--- src/rtl/bin_to_bcd_seq_pkg.sv ---
// Shared types and constants for the sequential
// binary-to-BCD converter.
package bin_to_bcd_seq_pkg;

  typedef enum logic [0:0] {
    IDLE  = 1'b0,
    SHIFT = 1'b1
  } state_t;

  localparam int BCD_DIGIT_W = 4;
  localparam int ADD3_THRESH = 5;

  // Smallest digit count d with 10^d > 2^width - 1.
  function automatic int min_digits(input int width);
    longint maxv;
    longint pw;
    int     d;
    maxv = (longint'(1) << width) - 1;
    pw   = 10;
    d    = 1;
    for (int i = 0; i < 8; i++) begin
      if (pw <= maxv) begin
        d  = d + 1;
        pw = pw * 10;
      end
    end
    return d;
  endfunction

endpackage

--- src/rtl/bin_to_bcd_seq_digit_adj.sv ---
// One BCD digit correction step of the
// shift-and-add-3 algorithm.
module bcd_digit_adj
  import bin_to_bcd_seq_pkg::*;
(
  input  logic [BCD_DIGIT_W-1:0] nib,
  output logic [BCD_DIGIT_W-1:0] adj
);

  // Digits 5..9 would exceed 9 after the shift, so pre-add 3.
  always_comb begin
    adj = nib;
    if (nib >= BCD_DIGIT_W'(ADD3_THRESH)) begin
      adj = nib + BCD_DIGIT_W'(3);
    end
  end

endmodule

--- src/rtl/bin_to_bcd_seq.sv ---
// Sequential binary-to-BCD converter, one bit per
// clock, result held stable between conversions.
module bin_to_bcd_seq
  import bin_to_bcd_seq_pkg::*;
#(
  parameter int WIDTH  = 9,
  parameter int DIGITS = 3,
  parameter int AUTO   = 1
) (
  input  logic                          CLOCK_50,
  input  logic                          RST,
  input  logic [WIDTH-1:0]              bin_in,
  input  logic                          start,
  output logic                          busy,
  output logic                          done,
  output logic [BCD_DIGIT_W*DIGITS-1:0] bcd_out
);

  localparam int BW = BCD_DIGIT_W * DIGITS;
  localparam int CW = $clog2(WIDTH + 1);
  localparam int SW = BW + WIDTH;
  localparam logic [CW-1:0] LAST = CW'(WIDTH - 1);

  if (WIDTH < 1 || WIDTH > 16) begin : g_bad_width
    $error("bin_to_bcd_seq: WIDTH must be 1..16");
  end

  if (DIGITS < min_digits(WIDTH)) begin : g_bad_digits
    $error("bin_to_bcd_seq: DIGITS too small for WIDTH");
  end

  state_t          state;
  state_t          state_n;
  logic [WIDTH-1:0] bin_shift;
  logic [WIDTH-1:0] last_bin;
  logic [BW-1:0]    scratch;
  logic [BW-1:0]    scratch_adj;
  logic [SW-1:0]    shifted;
  logic [CW-1:0]    cnt;
  logic             trigger;
  logic             load;
  logic             step;
  logic             finish;

  for (genvar g = 0; g < DIGITS; g++) begin : g_adj
    bcd_digit_adj u_adj (
      .nib (scratch[g*BCD_DIGIT_W +: BCD_DIGIT_W]),
      .adj (scratch_adj[g*BCD_DIGIT_W +: BCD_DIGIT_W])
    );
  end

  assign shifted = {scratch_adj, bin_shift} << 1;

  // State register.
  always_ff @(posedge CLOCK_50 or posedge RST) begin
    if (RST) begin
      state <= IDLE;
    end else begin
      state <= state_n;
    end
  end

  // Next state and datapath control.
  always_comb begin
    state_n = state;
    load    = 1'b0;
    step    = 1'b0;
    finish  = 1'b0;
    trigger = start ||
              ((AUTO != 0) && (bin_in != last_bin));
    unique case (1'b1)
      (state == IDLE): begin
        if (trigger) begin
          load    = 1'b1;
          state_n = SHIFT;
        end
      end
      (state == SHIFT): begin
        step = 1'b1;
        if (cnt == LAST) begin
          finish  = 1'b1;
          state_n = IDLE;
        end
      end
    endcase
  end

  // Shift register, BCD scratch and iteration count.
  always_ff @(posedge CLOCK_50 or posedge RST) begin
    if (RST) begin
      bin_shift <= '0;
      last_bin  <= '0;
      scratch   <= '0;
      cnt       <= '0;
    end else if (load) begin
      bin_shift <= bin_in;
      last_bin  <= bin_in;
      scratch   <= '0;
      cnt       <= '0;
    end else if (step) begin
      bin_shift <= shifted[WIDTH-1:0];
      scratch   <= shifted[SW-1:WIDTH];
      cnt       <= cnt + CW'(1);
    end
  end

  // Registered outputs; bcd_out moves only on the last iteration.
  always_ff @(posedge CLOCK_50 or posedge RST) begin
    if (RST) begin
      busy    <= 1'b0;
      done    <= 1'b0;
      bcd_out <= '0;
    end else begin
      busy <= (state_n == SHIFT);
      done <= finish;
      if (finish) begin
        bcd_out <= shifted[SW-1:WIDTH];
      end
    end
  end

endmodule

--- config.mk ---
export PLATFORM = sky130hd
export DESIGN_NAME = bin_to_bcd_seq
export DESIGN_NICKNAME = d
export VERILOG_FILES = /design/src/rtl/bin_to_bcd_seq_pkg.sv /design/src/rtl/bin_to_bcd_seq_digit_adj.sv /design/src/rtl/bin_to_bcd_seq.sv
export SDC_FILE = /design/constraint.sdc
export NUM_CORES = 1
export LEC_CHECK = 0
export CAP_MARGIN = 5
export CELL_PAD_IN_SITES_DETAIL_PLACEMENT = 1
export CELL_PAD_IN_SITES_GLOBAL_PLACEMENT = 1
export CORE_UTILIZATION = 48
export DETAILED_ROUTE_END_ITERATION = 12
export PLACE_DENSITY_LB_ADDON = 0.3
export SLEW_MARGIN = 0
export SYNTH_ARGS = -nofsm -noshare
export SYNTH_HDL_FRONTEND = slang
export SYNTH_SLANG_ARGS = --single-unit
--- constraint.sdc ---
create_clock -name CLOCK_50 -period 2.6 [get_ports CLOCK_50]
set_input_delay 0.26 -clock CLOCK_50 [delete_from_list [all_inputs] [get_ports CLOCK_50]]
set_output_delay 0.26 -clock CLOCK_50 [all_outputs]
set_load 0.005 [all_outputs]
; ---- Word-level counts from Yosys, hierarchy flattened
; Index checks and enable logic that the tools add are counted.
[op_classes]
magnitude_cmp = 3
mux = 16
bitwise = 1
addsub = 4
n_eq_ne = 2
n_reduce_logical = 2
[op_table]
columns = operator, count
row1 = 2-to-1 mux 12 bit, 2
row2 = 2-to-1 mux 9 bit, 2
row3 = 2-to-1 mux 4 bit, 4
row4 = >= comparator 4 x 3 -> 1 bit (second input constant), 3
row5 = inequality test 9 bit, 1
row6 = adder 4 x 2 -> 4 bit (second input constant), 2
row7 = 2-to-1 mux 1 bit, 6
row8 = adder 4 x 1 -> 4 bit (second input constant), 1
row9 = equality test 4 bit (second input constant), 1
row10 = adder 3 x 2 -> 3 bit (second input constant), 1
row11 = 2-to-1 mux 3 bit, 1
row12 = one-hot mux 1 bit (2 select lines), 1
row13 = nonzero test 2 bit, 1
row14 = logical OR 1 bit, 1
row15 = NOT 1 bit, 1
[word_totals]
word_cells = 35
output_inout_bits = 14
regBits = 48
in_bits = 12

; ---- Logic depth before layout (Yosys ltp)
; Gate-level depths: netlist of run 1.
[logic_depth]
ltp_word = 5
ltp_mapped = 6
ltp_nobuf = 6

; ---- Cells and area by module
; Synthesis of run 1 repeated with hierarchy kept, for this count alone.
[unflattened]
hier_cells = 202
hier_area_um2 = 2393.5
[modules_own_cells]
columns = module, n_inst, cells_per_inst, area_per_inst_um2
row1 = bin_to_bcd_seq, 1, 154, 2089.5
row2 = bcd_digit_adj, 3, 16, 101.3

; ---- Worst setup path after synthesis of run 1
; Ideal clock, no wire load.
[synth_path]
path_kind = register to register
from = reg scratch[4]
to = reg bcd_out[6]
t_required_ps = 2517
slack_ps = 1050
path_buffers = 0
stages_incl_launch_ff = 7
arrival_time_ps = 1467
setup_ps = 83
path_cell_list = dfrtp_1 -> inv_1 -> ha_1 -> nand2b_1 -> a21oi_1 -> mux2_2 -> o21ai_0
[synth_between]
elab_chain_len = 2
elab_cells_between_ends = 3
[synth_rtl]
columns = item, line
row1 = start: declaration, bin_to_bcd_seq.sv:36  ; logic [BW-1:0] scratch;
row2 = start signal: assignment, bin_to_bcd_seq.sv:102  ; scratch <= shifted[SW-1:WIDTH];
row3 = adder 4 x 2 -> 4 bit or >= comparator 4 x 3 -> 1 bit (tied branches), "bin_to_bcd_seq_digit_adj.sv:14, bin_to_bcd_seq_digit_adj.sv:13"
row4 = 2-to-1 mux 4 bit *, bin_to_bcd_seq_digit_adj.sv:13  ; if (nib >= BCD_DIGIT_W'(ADD3_THRESH)) begin
row5 = end signal: assignment, bin_to_bcd_seq.sv:117  ; bcd_out <= shifted[SW-1:WIDTH];
row6 = end: declaration, bin_to_bcd_seq.sv:16  ; output logic [BCD_DIGIT_W*DIGITS-1:0] bcd_out
; Every way passes the cells marked *; elsewhere a longest branch is shown, timed or not.
; A chain may end at the register's enable or synchronous reset.

; ---- Final worst setup path of run 1
[layout_path]
from = reg busy
to = out busy
[layout_rtl]
columns = item, line
row1 = start: declaration, bin_to_bcd_seq.sv:14  ; output logic busy,
row2 = start signal: assignment, bin_to_bcd_seq.sv:114  ; busy <= (state_n == SHIFT);
; No word-level cell between the ends.

==> results.cfg, run 1 <==
[timing]
setup_slack_ns = 0.585
tightest_slew_ns = 0.656
tns_ns = 0
fin_crit_ns = 2.02
timing.fmax_ghz = 0.496
hold_ws_ns = 0.434
finalSetupViolCount = 0
fin_crit_sh_pct = 77.5
relSlewSlack_pct = 55.9
fin_worst_skew_ns = 0.00421
slew_violations = 0
rsz0062_at_grt = false
finalHoldViolations = 0

[critical_path]
worst_setup_path_end_kind = output port
reg2reg_slack_ns = 0.71
max_stage_delay_ns = 0.55
cp_max_fo = 20
path_cells = buf_4 -> clkdlybuf4s50_1
critical-path-slowest-cell = dfrtp_1
crit_path_start_kind = flip-flop
r2r_cells = 4
r2r_end = scratch[1]
r2r-start = last_bin[0]
cp-endpoint = busy
startpoint = busy
required_ns = 2.34
crit_type = flip-flop to output port
arrival_ns = 1.76

[die]
fp.coreArea_sq_mm = 0.00472
dieArea_sq_mm = 0.00520
fp.dieW_um = 72.1
num_io_pins = 26
rows = 25
dieHeight_um = 72.1
initial_core_util_pct = 49.9

[final_layout]
diodes = 0
fin_nets = 259
final_common_cell = dfrtp_1
fillers = 504
area_growth_pct = 18.2
layout_common_cells = 48 x dfrtp_1, 25 x clkdlybuf4s50_1, 16 x mux2_2
layout-drive-gt1-share_pct = 14.2

[power_and_ir_drop]
ir_worst_vdd_v = 0.000428
p_comb_share_pct = 42.7
p_int_uw = 1970
switchingPower_uw = 1130
pwr_density_cell_mw_per_mm2 = 1110
clkPwrFrac_pct = 14.8
p_leak_uw = 0.00120
p_seq_share_pct = 42.5
netSwitchingFraction_pct = 36.5

[yosys]
syn_avg_cell_area_sq_um = 11.3
synth-seq-cells = 48
yosysUniqueCellTypes = 33
syn_inst = 209
syn_nets = 229
ys_seq_area_share_pct = 51.0
yosysWarnings = 0
async_flop_share_pct = 100
netlist_area_sq_mm = 0.00236
synth_flop_cell = dfrtp_1
synth_edf_count = 0

[place]
port_buffers = 25
place.gp.congestion = 0.734
dp_hpwl_mm = 3.68
place_ws_ns = 0.380

[clock_tree]
clk_latency_ns = 0.30
clockRootBuffer = clkbuf_8
postCtsSetupRepairBufs = 0
clock_path_buffers = 2
cts.clk_slew.worst_paths_ns = 0.08
tritoncts = done
cts_hold_buf = 0
cts_resized = 0
clkSinkCount = 48
htree_num_levels = 2
numCtsBuffers = 5

[detailed_routing]
routed-via-count = 1701
finalWirelength_mm = 5.14
vias_per_cell = 5.54
routedWlPerCell_um = 16.7
drt_iter0_drc = 71
postRouteAntennaNets = 0
drc = 0
drt_pre_antenna_iters = 6

[status]
outcome = complete, no violations

[flow_run]
maxCapViolCount = 0

[global_route]
grt_use_total_pct = 22.1
grt_pass1_wl_mm = 8.65
first_global_vias = 1779
antenna_found_initial = 0
gr-total-overflow = 0
grt_max_degree = 49

[worst_hold_path]
min_path_type = primary input to asynchronous set/reset pin
state kept, by name, indices dropped and copies added, names as in the netlist:
register	count
bcd_out	12
bin_shift	9
busy	1
cnt	4
done	1
last_bin	9
scratch	12
synthesized netlist by cell type (all sizes together) (6+ instances only):
cell	instances	share of area, %
a21oi	7	1.5
a22o	7	2.6
a31oi	6	1.6
dfrtp	48	51
ha	8	4.2
inv	12	1.9
mux2	16	7.6
nand2	14	2.2
nand4	8	2.7
nor2	6	0.96
o21ai	14	3.0
o31ai	9	2.9
xnor2	12	4.5
critical path, delay by kind of cell, from the launching register on:
| family | cells | cell delay (ns) |
|---|---|---|
| buffers and inverters | 2 | 0.90 |
| DFF | 1 | 0.55 |
through the flow:
step | cell area, sq um | std cells | util, % | total power (uW)
after global routing | 2790 | 307 | 59.0 | 3340
after detailed placement | 2700 | 299 | 57.1 | 2670
final | 2790 | 307 | 59.0 | 3100
after CTS | 2790 | 307 | 59.0 | 3140
after floorplan | 2360 | 209 | - | 2170
after global placement | 2700 | 299 | 57.1 | 2570
worst min-delay path by stage:
stage / slack [ns] / cells past startpoint / start / endpoint
finish: 0.43 / 3 / RST / bcd_out[7]
detailed placement: 0.46 / 2 / bcd_out[0] / bcd_out[0]
floorplan: 0.41 / 2 / bin_in[2] / bin_shift[2]
global placement: 0.46 / 2 / bcd_out[11] / bcd_out[11]
CTS: 0.46 / 3 / RST / bcd_out[7]
global route: 0.51 / 3 / RST / bcd_out[5]
layout make-up:
cell class / count / area [sq um] / share of cell area (%)
Tap cell: 67 / 83.8 / 3.01
Multi-Input combinational cell: 138 / 1050 / 37.7
Clock buffer: 8 / 90.1 / 3.23
Timing Repair Buffer: 33 / 310 / 11.1
Sequential cell: 48 / 1200 / 43.1
Inverter: 13 / 48.8 / 1.75
metal layers:
| layer | part of all wire (%) | global-route usage [%] |
|---|---|---|
| met1 | 43 | 27.3 |
| met2 | 53 | 38.6 |
| met3 | 1.9 | 3.61 |
| met4 | 1.6 | 8.93 |
| met5 | 0 | 0 |
logic make-up after synthesis:
kind of cell             count (synthesis)  synth area share (%)
AO/OA/AOI/OAI                           55                  15.9
flip-flops                              48                  51.0
AND/OR/NAND/NOR                         43                  10.8
buffers and inverters                   23                  4.46
multiplexers                            18                  8.49
XOR/XNOR                                14                  5.20
adder cells (fa/ha/maj)                  8                  4.25
power by group through the flow:
stage | clock network, uW | logic, uW | registers (uW)
after floorplan | 0 | 897 | 1270
after global placement | 0 | 1260 | 1310
after detailed placement | 0 | 1340 | 1330
after CTS | 473 | 1350 | 1320
after global routing | 495 | 1490 | 1360
final | 460 | 1330 | 1320
(Power assumes the default switching activity.)
==> run 2, diff against run 1 <==
--- a/config.mk
+++ b/config.mk
@@ -8,7 +8,7 @@
 export CAP_MARGIN = 5
 export CELL_PAD_IN_SITES_DETAIL_PLACEMENT = 1
 export CELL_PAD_IN_SITES_GLOBAL_PLACEMENT = 1
-export CORE_UTILIZATION = 48
+export CORE_UTILIZATION = 40
 export DETAILED_ROUTE_END_ITERATION = 12
 export PLACE_DENSITY_LB_ADDON = 0.3
 export SLEW_MARGIN = 0
==> constraint.sdc (replaced) <==
create_clock -name CLOCK_50 -period 1.79 [get_ports CLOCK_50]
set_input_delay 0.179 -clock CLOCK_50 [delete_from_list [all_inputs] [get_ports CLOCK_50]]
set_output_delay 0.179 -clock CLOCK_50 [all_outputs]
set_load 0.005 [all_outputs]
==> run 2 against run 1 <==
Critical path depth rose by 4. Power grew 47%. Worst setup slack got worse by 0.47 ns. Critical endpoint is now bcd_out[6]. Non-clock buffer count rose by 18. Routed wire length rose by 2.8%. Design area is 6.1% higher. Sequential cell count did not move. First-iteration DRC count grew 23%.
==> results.cfg, run 2 (synthesized netlist as in run 1, its figures left out) <==
[flow_run]
maxCapViolCount = 0

[global_route]
gr-total-overflow = 0
antenna_found_initial = 0
grt_pass1_wl_mm = 9.02
first_global_vias = 1853
grt_max_degree = 49
grt_use_total_pct = 18.8

[critical_path]
r2r-start = scratch[4]
crit_family = flip-flops
reg2reg_slack_ns = 0.12
r2r_cells = 6
crit_path_start_kind = flip-flop
cp_max_fo = 4
max_stage_delay_ns = 0.43
path_depth = 6
critical-path-slowest-cell = dfrtp_1
path_cells = inv_1 -> ha_1 -> nand2b_1 -> a21oi_1 -> mux2_2 -> o21ai_0
required_ns = 2.02
cp-endpoint = bcd_out[6]
arrival_ns = 1.90
startpoint = scratch[4]
r2r_end = bcd_out[6]
critPathBufInv = 1
crit_type = flip-flop to flip-flop
worst_setup_path_end_kind = flip-flop

[final_layout]
area_growth_pct = 25.3
diodes = 0
fin_cells = 330
layout-drive-gt1-share_pct = 21.7
largestRegisters = bcd_out: 12 flops, scratch: 12 flops
fin_nets = 277
final_common_cell = dfrtp_1
layout_common_cells = 47 x dfrtp_1, 25 x clkdlybuf4s50_1, 24 x buf_4
design_area_sq_mm = 0.00295

[place]
place.gp.congestion = 0.753
port_buffers = 25
place_ws_ns = -0.0772
dp_hpwl_mm = 3.85
placed_cell_area_sq_mm = 0.00286
dp_cells = 322

[die]
num_io_pins = 26
initial_core_util_pct = 42.0
dieArea_sq_mm = 0.00620
rows = 27
dieHeight_um = 78.8
fp.dieW_um = 78.8
fp.coreArea_sq_mm = 0.00561

[power_and_ir_drop]
pwr_density_cell_mw_per_mm2 = 1540
p_leak_uw = 0.00130
power.total_uw = 4550
switchingPower_uw = 1660
clkPwrFrac_pct = 14.3
netSwitchingFraction_pct = 36.6
p_seq_share_pct = 41.9
p_int_uw = 2890
p_comb_share_pct = 43.8
ir_worst_vdd_v = 0.000597

[detailed_routing]
routedWlPerCell_um = 16.0
vias_per_cell = 5.48
drt_pre_antenna_iters = 4
drc = 0
finalWirelength_mm = 5.29
routed-via-count = 1808
postRouteAntennaNets = 0
drt_iter0_drc = 87

[status]
outcome = complete, no violations

[timing]
rsz0062_at_grt = false
fin_crit_sh_pct = 93.5
finalHoldViolations = 0
setup_slack_ns = 0.117
fin_crit_ns = 1.67
tightest_slew_ns = 0.317
relSlewSlack_pct = 78.6
finalSetupViolCount = 0
fin_worst_skew_ns = 0.0117
timing.fmax_ghz = 0.598
slew_violations = 0

[clock_tree]
clk_latency_ns = 0.31
numCtsBuffers = 5
clock_path_buffers = 2
htree_num_levels = 2
tritoncts = done
clkSinkCount = 48
clockRootBuffer = clkbuf_8
cts_hold_buf = 0
cts.clk_slew.worst_paths_ns = 0.10

[worst_hold_path]
min_path_type = primary input to asynchronous set/reset pin
## run 2: repair_timing
item / CTS / global route
endpoints found under the setup margin: 0 / 3
resized for setup: 0 / 2
buffers inserted: 0 / 0
## run 2: worst register-to-register path: stages (launching register included)
cell      delay [ns]
dfrtp_1         0.43
inv_1           0.11
ha_1            0.18
nand2b_1        0.08
a21oi_1         0.25
mux2_2          0.38
o21ai_0         0.17
## run 2: worst min-delay path by stage
stage / depth (start not counted) / to / slack (ns)
3_5_place_dp: 2 / bcd_out[0] / 0.47
4_1_cts: 3 / bcd_out[0] / 0.23
6_report: 3 / bcd_out[0] / 0.22
5_1_grt: 3 / bcd_out[0] / 0.24
2_1_floorplan: 2 / bin_shift[2] / 0.32
3_3_place_gp: 2 / bcd_out[0] / 0.46
## run 2: routing by layer
layer  track usage [%]  vias to the layer above  wire (um)
met4              5.56                        0         74
met5                 0                        -          0
met2              31.0                       31       2570
met1              25.1                      913       2440
met3              3.68                        6        205
li1                  -                      858          -
## run 2: per-stage QoR
step	util (%)	hold slack, ns	setup TNS (ns)
2_1_floorplan	-	0.324	0
3_3_place_gp	51.0	0.459	-0.0205
3_5_place_dp	51.0	0.473	-0.174
4_1_cts	52.6	0.234	0
5_1_grt	52.7	0.237	0
6_report	52.7	0.223	0
## run 2: cell type report
type	count	area (sq um)
Fill cell	631	2650
Sequential cell	48	1200
Multi-Input combinational cell	138	1050
Timing Repair Buffer	51	470
Tap cell	72	90.1
Clock buffer	5	68.8
Inverter	13	48.8
Clock inverter	3	18.8
## run 2: power groups by stage
stage	combinational (uW)	sequential (uW)	clock [uW]
after floorplan	1300	1850	0
after global placement	1890	1900	0
after detailed placement	2000	1930	0
after CTS	2010	1910	672
after global routing	2230	1980	717
final	1990	1910	652
